[src/rtl/mem_access.sv]
// mem_access -- LC-3b memory-stage access controller.
//
// Takes the EX/MEM register contents, runs the data-memory handshake for
// loads, stores, indirect (LDI/STI) and TRAP-vector reads, and stalls the
// front of the pipeline until the access finishes. Load results and the
// pass-through fields go to the MEM/WB register.
//
// Optional feature: define MEM_ACCESS_ALIGN_CHECK_EN to trap odd word
// addresses. A misaligned word access then issues no memory request, finishes
// with zero data, and raises the extra `misalign` output for its DONE cycle.
// Without the macro, bit 0 of a word address is simply cleared.
//
// Ports:
//   clk, reset_n         clock, asynchronous active-low reset
//   exmem_*              EX/MEM register fields (valid, opcode, addr, sr2,
//                        alu, pc, dest)
//   dmem_*               data-memory port (address, read, write, byte_enable,
//                        wdata, rdata, resp)
//   stall                hold IF/ID/EX and EX/MEM this cycle
//   memwb_*              fields presented to the MEM/WB register
//   misalign             (MEM_ACCESS_ALIGN_CHECK_EN only) odd word address
module mem_access (
  input  logic        clk,
  input  logic        reset_n,
  input  logic        exmem_valid,
  input  logic [3:0]  exmem_opcode,
  input  logic [15:0] exmem_addr,
  input  logic [15:0] exmem_sr2,
  input  logic [15:0] exmem_alu,
  input  logic [15:0] exmem_pc,
  input  logic [2:0]  exmem_dest,
  output logic [15:0] dmem_address,
  output logic        dmem_read,
  output logic        dmem_write,
  output logic [1:0]  dmem_byte_enable,
  output logic [15:0] dmem_wdata,
  input  logic [15:0] dmem_rdata,
  input  logic        dmem_resp,
  output logic        stall,
  output logic        memwb_valid,
  output logic [15:0] memwb_data,
  output logic [15:0] memwb_alu,
  output logic [15:0] memwb_pc,
  output logic [2:0]  memwb_dest
`ifdef MEM_ACCESS_ALIGN_CHECK_EN
  ,
  output logic        misalign
`endif
);

  localparam int DATA_W = 16;

  localparam logic [3:0] OP_LDB  = 4'b0010;
  localparam logic [3:0] OP_STB  = 4'b0011;
  localparam logic [3:0] OP_LDR  = 4'b0110;
  localparam logic [3:0] OP_STR  = 4'b0111;
  localparam logic [3:0] OP_LDI  = 4'b1010;
  localparam logic [3:0] OP_STI  = 4'b1011;
  localparam logic [3:0] OP_TRAP = 4'b1111;

`ifdef MEM_ACCESS_ALIGN_CHECK_EN
  localparam bit ALIGN_CHK = 1'b1;
`else
  localparam bit ALIGN_CHK = 1'b0;
`endif

  typedef enum logic [1:0] {IDLE, ACCESS, IND_PTR, DONE} state_t;

  state_t state, state_nxt;

  // Per-instruction context captured in IDLE and used by later states.
  logic [3:0]        op_p1;
  logic              lane_p1;
  logic [DATA_W-1:0] result_p1;

  // Decode of the opcode currently sitting in EX/MEM.
  logic start, word_op, ind_op, store_op, start_mis, ptr_mis;

  // Sign-extend the selected byte of a loaded word.
  function automatic logic [DATA_W-1:0] load_byte(input logic [DATA_W-1:0] w,
                                                  input logic hi);
    logic signed [7:0] b;
    b = hi ? w[15:8] : w[7:0];
    return DATA_W'(b);
  endfunction

  // Value written back for the final access of the latched opcode.
  function automatic logic [DATA_W-1:0] load_result(input logic [3:0] op,
                                                    input logic lane,
                                                    input logic [DATA_W-1:0] w);
    case (op)
      OP_LDB:                 return load_byte(w, lane);
      OP_LDR, OP_LDI, OP_TRAP: return w;
      default:                return '0;
    endcase
  endfunction

  function automatic logic is_mem_op(input logic [3:0] op);
    return (op == OP_LDR) || (op == OP_STR) || (op == OP_LDB) ||
           (op == OP_STB) || (op == OP_LDI) || (op == OP_STI) ||
           (op == OP_TRAP);
  endfunction

  always_comb begin
    start     = exmem_valid && is_mem_op(exmem_opcode);
    word_op   = !((exmem_opcode == OP_LDB) || (exmem_opcode == OP_STB));
    ind_op    = (exmem_opcode == OP_LDI) || (exmem_opcode == OP_STI);
    store_op  = (exmem_opcode == OP_STR) || (exmem_opcode == OP_STB);
    // The first access of LDI/STI is a pointer read, so it is a word access too.
    start_mis = ALIGN_CHK && word_op && exmem_addr[0];
    ptr_mis   = ALIGN_CHK && dmem_rdata[0];
  end

  // ---- state register ----
  always_ff @(posedge clk or negedge reset_n) begin
    if (!reset_n) state <= IDLE;
    else          state <= state_nxt;
  end

  // ---- next-state logic ----
  always_comb begin
    state_nxt = state;
    unique case (state)
      IDLE: begin
        if (start) begin
          if (start_mis)   state_nxt = DONE;
          else if (ind_op) state_nxt = IND_PTR;
          else             state_nxt = ACCESS;
        end
      end
      IND_PTR: begin
        if (dmem_resp) state_nxt = ptr_mis ? DONE : ACCESS;
      end
      ACCESS: begin
        if (dmem_resp) state_nxt = DONE;
      end
      DONE: state_nxt = IDLE;
      default: state_nxt = IDLE;
    endcase
  end

  // ---- outputs to the pipeline ----
  always_comb begin
    stall       = 1'b0;
    memwb_valid = 1'b0;
    memwb_data  = '0;
    unique case (state)
      IDLE: begin
        // Gated by reset so the pipeline is released the instant reset asserts.
        if (start) stall = reset_n;
        else       memwb_valid = exmem_valid;
      end
      IND_PTR, ACCESS: stall = 1'b1;
      DONE: begin
        memwb_valid = 1'b1;
        memwb_data  = result_p1;
      end
      default: ;
    endcase
    memwb_alu  = exmem_alu;
    memwb_pc   = exmem_pc;
    memwb_dest = exmem_dest;
  end

  // ---- memory request registers and latched context ----
  // Request strobes are set on entry to IND_PTR/ACCESS and held, with address
  // and data, until the cycle that sees dmem_resp.
  always_ff @(posedge clk or negedge reset_n) begin
    if (!reset_n) begin
      op_p1            <= '0;
      lane_p1          <= 1'b0;
      result_p1        <= '0;
      dmem_address     <= '0;
      dmem_wdata       <= '0;
      dmem_byte_enable <= '0;
      dmem_read        <= 1'b0;
      dmem_write       <= 1'b0;
    end else begin
      case (state)
        IDLE: begin
          if (start) begin
            op_p1            <= exmem_opcode;
            lane_p1          <= exmem_addr[0];
            result_p1        <= '0;
            dmem_address     <= word_op ? {exmem_addr[15:1], 1'b0} : exmem_addr;
            dmem_byte_enable <= word_op ? 2'b11 : (exmem_addr[0] ? 2'b10 : 2'b01);
            dmem_wdata       <= (exmem_opcode == OP_STB) ?
                                {exmem_sr2[7:0], exmem_sr2[7:0]} : exmem_sr2;
            dmem_read        <= (state_nxt == IND_PTR) ||
                                ((state_nxt == ACCESS) && !store_op);
            dmem_write       <= (state_nxt == ACCESS) && store_op;
          end
        end
        IND_PTR: begin
          if (dmem_resp) begin
            // Pointer becomes the address of the second (word) access.
            dmem_address <= {dmem_rdata[15:1], 1'b0};
            dmem_read    <= (state_nxt == ACCESS) && (op_p1 == OP_LDI);
            dmem_write   <= (state_nxt == ACCESS) && (op_p1 == OP_STI);
          end
        end
        ACCESS: begin
          if (dmem_resp) begin
            dmem_read  <= 1'b0;
            dmem_write <= 1'b0;
            result_p1  <= load_result(op_p1, lane_p1, dmem_rdata);
          end
        end
        default: ;
      endcase
    end
  end

`ifdef MEM_ACCESS_ALIGN_CHECK_EN
  // IDLE->DONE and IND_PTR->DONE are only taken on a misaligned word address,
  // and DONE lasts one cycle, so this flag is high exactly for that DONE.
  always_ff @(posedge clk or negedge reset_n) begin
    if (!reset_n) misalign <= 1'b0;
    else          misalign <= (state_nxt == DONE) &&
                              ((state == IDLE) || (state == IND_PTR));
  end
`endif

endmodule
[config.mk]
export PLATFORM = sky130hd
export DESIGN_NAME = mem_access
export DESIGN_NICKNAME = d
export VERILOG_FILES = /design/src/rtl/mem_access.sv
export SDC_FILE = /design/constraint.sdc
export NUM_CORES = 1
export LEC_CHECK = 0
export BUFFER_PORTS_ARGS = -buffer_cell sky130_fd_sc_hd__buf_2
export CORE_MARGIN = 8
export CORE_UTILIZATION = 46
export DETAILED_ROUTE_END_ITERATION = 7
export PLACE_DENSITY = 0.8
export SYNTH_ARGS = -nofsm -noshare
export SYNTH_HDL_FRONTEND = slang
export SYNTH_SLANG_ARGS = --single-unit
[constraint.sdc]
create_clock -name clk -period 2.85 [get_ports clk]
set_clock_uncertainty 0.2 [all_clocks]
set_input_delay 0.285 -clock clk [delete_from_list [all_inputs] [get_ports clk]]
set_output_delay 0.285 -clock clk [all_outputs]
set_load 0.005 [all_outputs]
==> results.txt <==
Synthesized-area fraction occupied by adder cells: 2.21%. Of all cell types, the one taking the most synthesized area is dfrtp_1. Gates resized during post-CTS repair numbered 0.

Once detail routing completed, the nets flagged for antenna violations numbered 0. The tools report the total power of the final layout as 4.08 mW. The worst pin sits at a relative slew slack of 51.2%. Pin slew with the least headroom to its limit: 0.733 ns. The die area came out at 10400 um2.

Derived from the worst setup path, the maximum achievable clock frequency is 0.405 GHz. STA puts the critical path data required time at 2.37 ns. The post-synthesis net count is 442.

The synthesized netlist devotes 15.4% of its cell area to simple gates. The number of flops mapped to enable cells by yosys was 0. The tools report the global-route usage over all layers as 17.8%. For this design, the CTS-stage hold fixing added 9 buffers. Across all layers, the routed design uses 2870 vias. 0 antenna diodes ended up in the layout. The logs give 3390 um2 for the netlist area before placement and 0 for the setup-violating endpoint count in the final report. The tools report the residual overflow from global routing as 0. The maximum number of pins on one net before global-route repair is 60, and the final number of max-transition violations is 0. The run gives 18.8% as the clock power share.

The worst setup path is captured at an output port. The HPWL after detailed placement is 6970 um. The cell count after synthesis came out at 345. Cell with the most instances after synthesis: dfrtp_1.

The sequential element share of the synthesized area was 43.5%. After synthesis, the largest family of logic cells by area is simple AND/OR/NAND/NOR gates. For the number of DRC violations after detailed routing, the log shows 0. Routed via count divided by cell count: 5.43. Quantity of I/O buffers inserted on ports: 109. The tree built by TritonCTS fans out to 59 sinks. The number of buffers added by the clock tree synthesis step was 9.

After Yosys synthesis, XOR and XNOR cells account for 0.516% of the synthesized area. The clock period could shrink to 2.47 ns. The startpoint identified for the worst hold timing path is exmem_sr2[3]. The net count of the finished layout is 522. The insertion delay to the later sink of the worst-skew pair was 0.33 ns; the share of the clock period used by the worst path was 86.7%. Dividing the detail-routed wire length by the instance count gives 17.6 um.

The most used flip-flop cell after synthesis is dfrtp_1. At the placement stage, the worst setup path has a slack of 0.486 ns. By area the synthesized netlist is led by dfrtp_1 44%, buf_4 7.7%, mux2i_1 7.4%, a21oi_1 5.3%, mux2_2 4.6%. The async set or reset register ratio after synthesis was 100%. The run gives 2989 as the number of global-route vias before repair.

The routability congestion estimate was 0.894; the area share of the largest cell type after synthesis was 43.5%. The post-layout utilization of the core is 56.1%, and the fraction of synthesized area in multiplexers is 12.7%. The synthesized netlist devotes 13.1% of its cell area to compound gates. Ranked by instance count, the synthesized netlist is headed by 59 x dfrtp_1, 36 x a21oi_1, 35 x buf_4, 25 x mux2i_1, 23 x nor2_1. The run gives 45.2% as the power share of the combinational group. Counting flops and latches in the post-synthesis netlist gives 59.

The run gives 0 as the initial antenna violation count. For this design the total switching power over the nets is 1.61 mW. The path class of the lowest-slack min-delay path was primary input to flop. The run finished with clean final reports. The cell sitting at the root of the clock tree is a clkbuf_8. The run gives 7210 um2 as the core box area. Of all nets on the critical path, the largest fanout is 10. The worst hold slack is 0.00722 ns. For this design the ratio of total power to cell area is 1010 nW/um2. For this configuration, the core starts out at a cell density of 47.0%. The run gives 0 as the number of warnings printed during yosys synthesis.

Horizontal extent of the die: 102 um. The global-route wire length before repair was 14600 um; the die height was 102 um. For the final worst-path setup slack, the log shows 0.378 ns. Summed over all layers, the routed wires come to 9280 um.

For this run, the detailed router's first-pass iteration total came to 4. Setup repair after global routing left no endpoint under its margin. During I/O placement, the number of pins put on the boundary was 180.

For the worst setup path, the data arrival time is 1.99 ns. Of the total power, registers draw 36.0%. The post-route netlist has 35.1% of its cells at a drive strength greater than 1. In the final timing run, aggregate negative setup slack is 0 ns. The H-tree generated during clock tree synthesis spans 3 levels. The average instance in the mapped netlist occupies 9.83 um2.

The run gives 0 as the number of buffers added for setup after CTS. In this run the worst setup path begins at state[1]. The worst register-to-register path begins at state[1]. The floorplan has 31 rows. In this run the deepest clock path goes through 2 buffers. TritonCTS built the clock tree. In this run the static leakage power is 1.93 nW. After synthesis, the netlist uses 48 different library cells. The internal power of the cells totals 2.48 mW.

Along the worst hold path, the cell count comes to 2. Highest ir drop seen on vdd: 0.000753 V. STA classifies the critical path startpoint as a flop. The worst register-to-register path has a depth of 6. The tool flagged a number of max-cap violations equal to 0. Net switching is 39.3% of the power. The count of final hold-check violations was 0; the clock-pin slew on the worst setup and hold paths was 0.07 ns. The critical path in this run is classified as flop to output port. The area overhead of the layout relative to synthesis is 19.2%, and the number of DRC markers after the initial detailed-route iteration is 154.
==> area by class of cell <==
class,count,area [um2]
Fill cell,654,3170
Multi-Input combinational cell,214,1490
Sequential cell,59,1480
Timing Repair Buffer,125,691
Clock buffer,11,141
Tap cell,99,124
Clock inverter,5,62.6
Inverter,16,60.1
==> path summary, 6_finish.rpt <==
path	end	slack, ns
setup / recovery	stall	0.38
hold / removal	dmem_wdata[3]	0.007
setup reg to reg	result_p1[3]	0.41
hold reg to reg	dmem_wdata[10]	0.28
max in group asynchronous	dmem_wdata[7]	1.48
min in group asynchronous	result_p1[4]	0.48
==> flip-flops by register name, summed over array words and instances (netlist names) <==
name / count
dmem_write: 1
dmem_read: 1
state: 2
dmem_byte_enable: 2
lane_p1: 1
dmem_address: 16
dmem_wdata: 16
op_p1: 4
result_p1: 16
==> layer usage <==
metal / part of all wire [%] / vias up / track usage [%]
met5: 0 / - / 0
met4: 2.1 / 0 / 7.34
met3: 9.4 / 29 / 6.54
met2: 50 / 135 / 29.3
met1: 39 / 1372 / 20.4
li1: - / 1334 / -
==> cell usage in the layout (no fill, tap or decap), types with 2 or more instances in the layout <==
cell type	count
dlygate4sd3_1	10
clkbuf_8	10
inv_1	16
xnor2_1	2
buf_4	6
clkinv_4	2
and2_1	16
ha_1	6
a21oi_1	36
clkinvlp_4	2
a221o_1	7
o21ai_0	11
nand4_1	2
nand2_1	14
dfrtp_1	59
mux2_1	2
nand3_1	12
a31oi_1	3
nand2b_1	2
o2111ai_1	3
nand3b_1	3
nor3_1	9
mux2i_1	25
buf_2	109
nor2_1	23
nand4b_1	2
mux2_2	14
==> cells by family (layout without fill, tap and decap cells) <==
logic type | Yosys count | in the layout
compound gates | 70 | 70
buf+inv | 72 | 157
fa+ha+maj | 6 | 6
simple gates | 95 | 95
mux | 41 | 41
flops | 59 | 59
xor+xnor | 2 | 2
==> critical path: stages (launching register included) <==
cell     delay (ns)
dfrtp_1        0.53
inv_1          0.14
ha_1           0.29
and4_2         0.28
a21oi_1        0.24
nor2_1         0.06
buf_2          0.12
==> stage by stage <==
| stage | cells | instance area (um2) |
|---|---|---|
| 2_1_floorplan | 345 | 3390 |
| 6_report | 529 | 4040 |
| 3_3_place_gp | 503 | 3740 |
| 3_5_place_dp | 503 | 3740 |
| 4_1_cts | 528 | 4030 |
| 5_1_grt | 529 | 4040 |
==> power groups by stage <==
stage / logic, mW / clock network (mW) / registers [mW]
3_5_place_dp: 1.83 / 0 / 1.47
4_1_cts: 1.85 / 0.784 / 1.46
5_1_grt: 2.04 / 0.821 / 1.51
2_1_floorplan: 1.25 / 0 / 1.44
3_3_place_gp: 1.78 / 0 / 1.45
6_report: 1.84 / 0.767 / 1.47
Note: power is estimated with default switching activity, not from simulation.
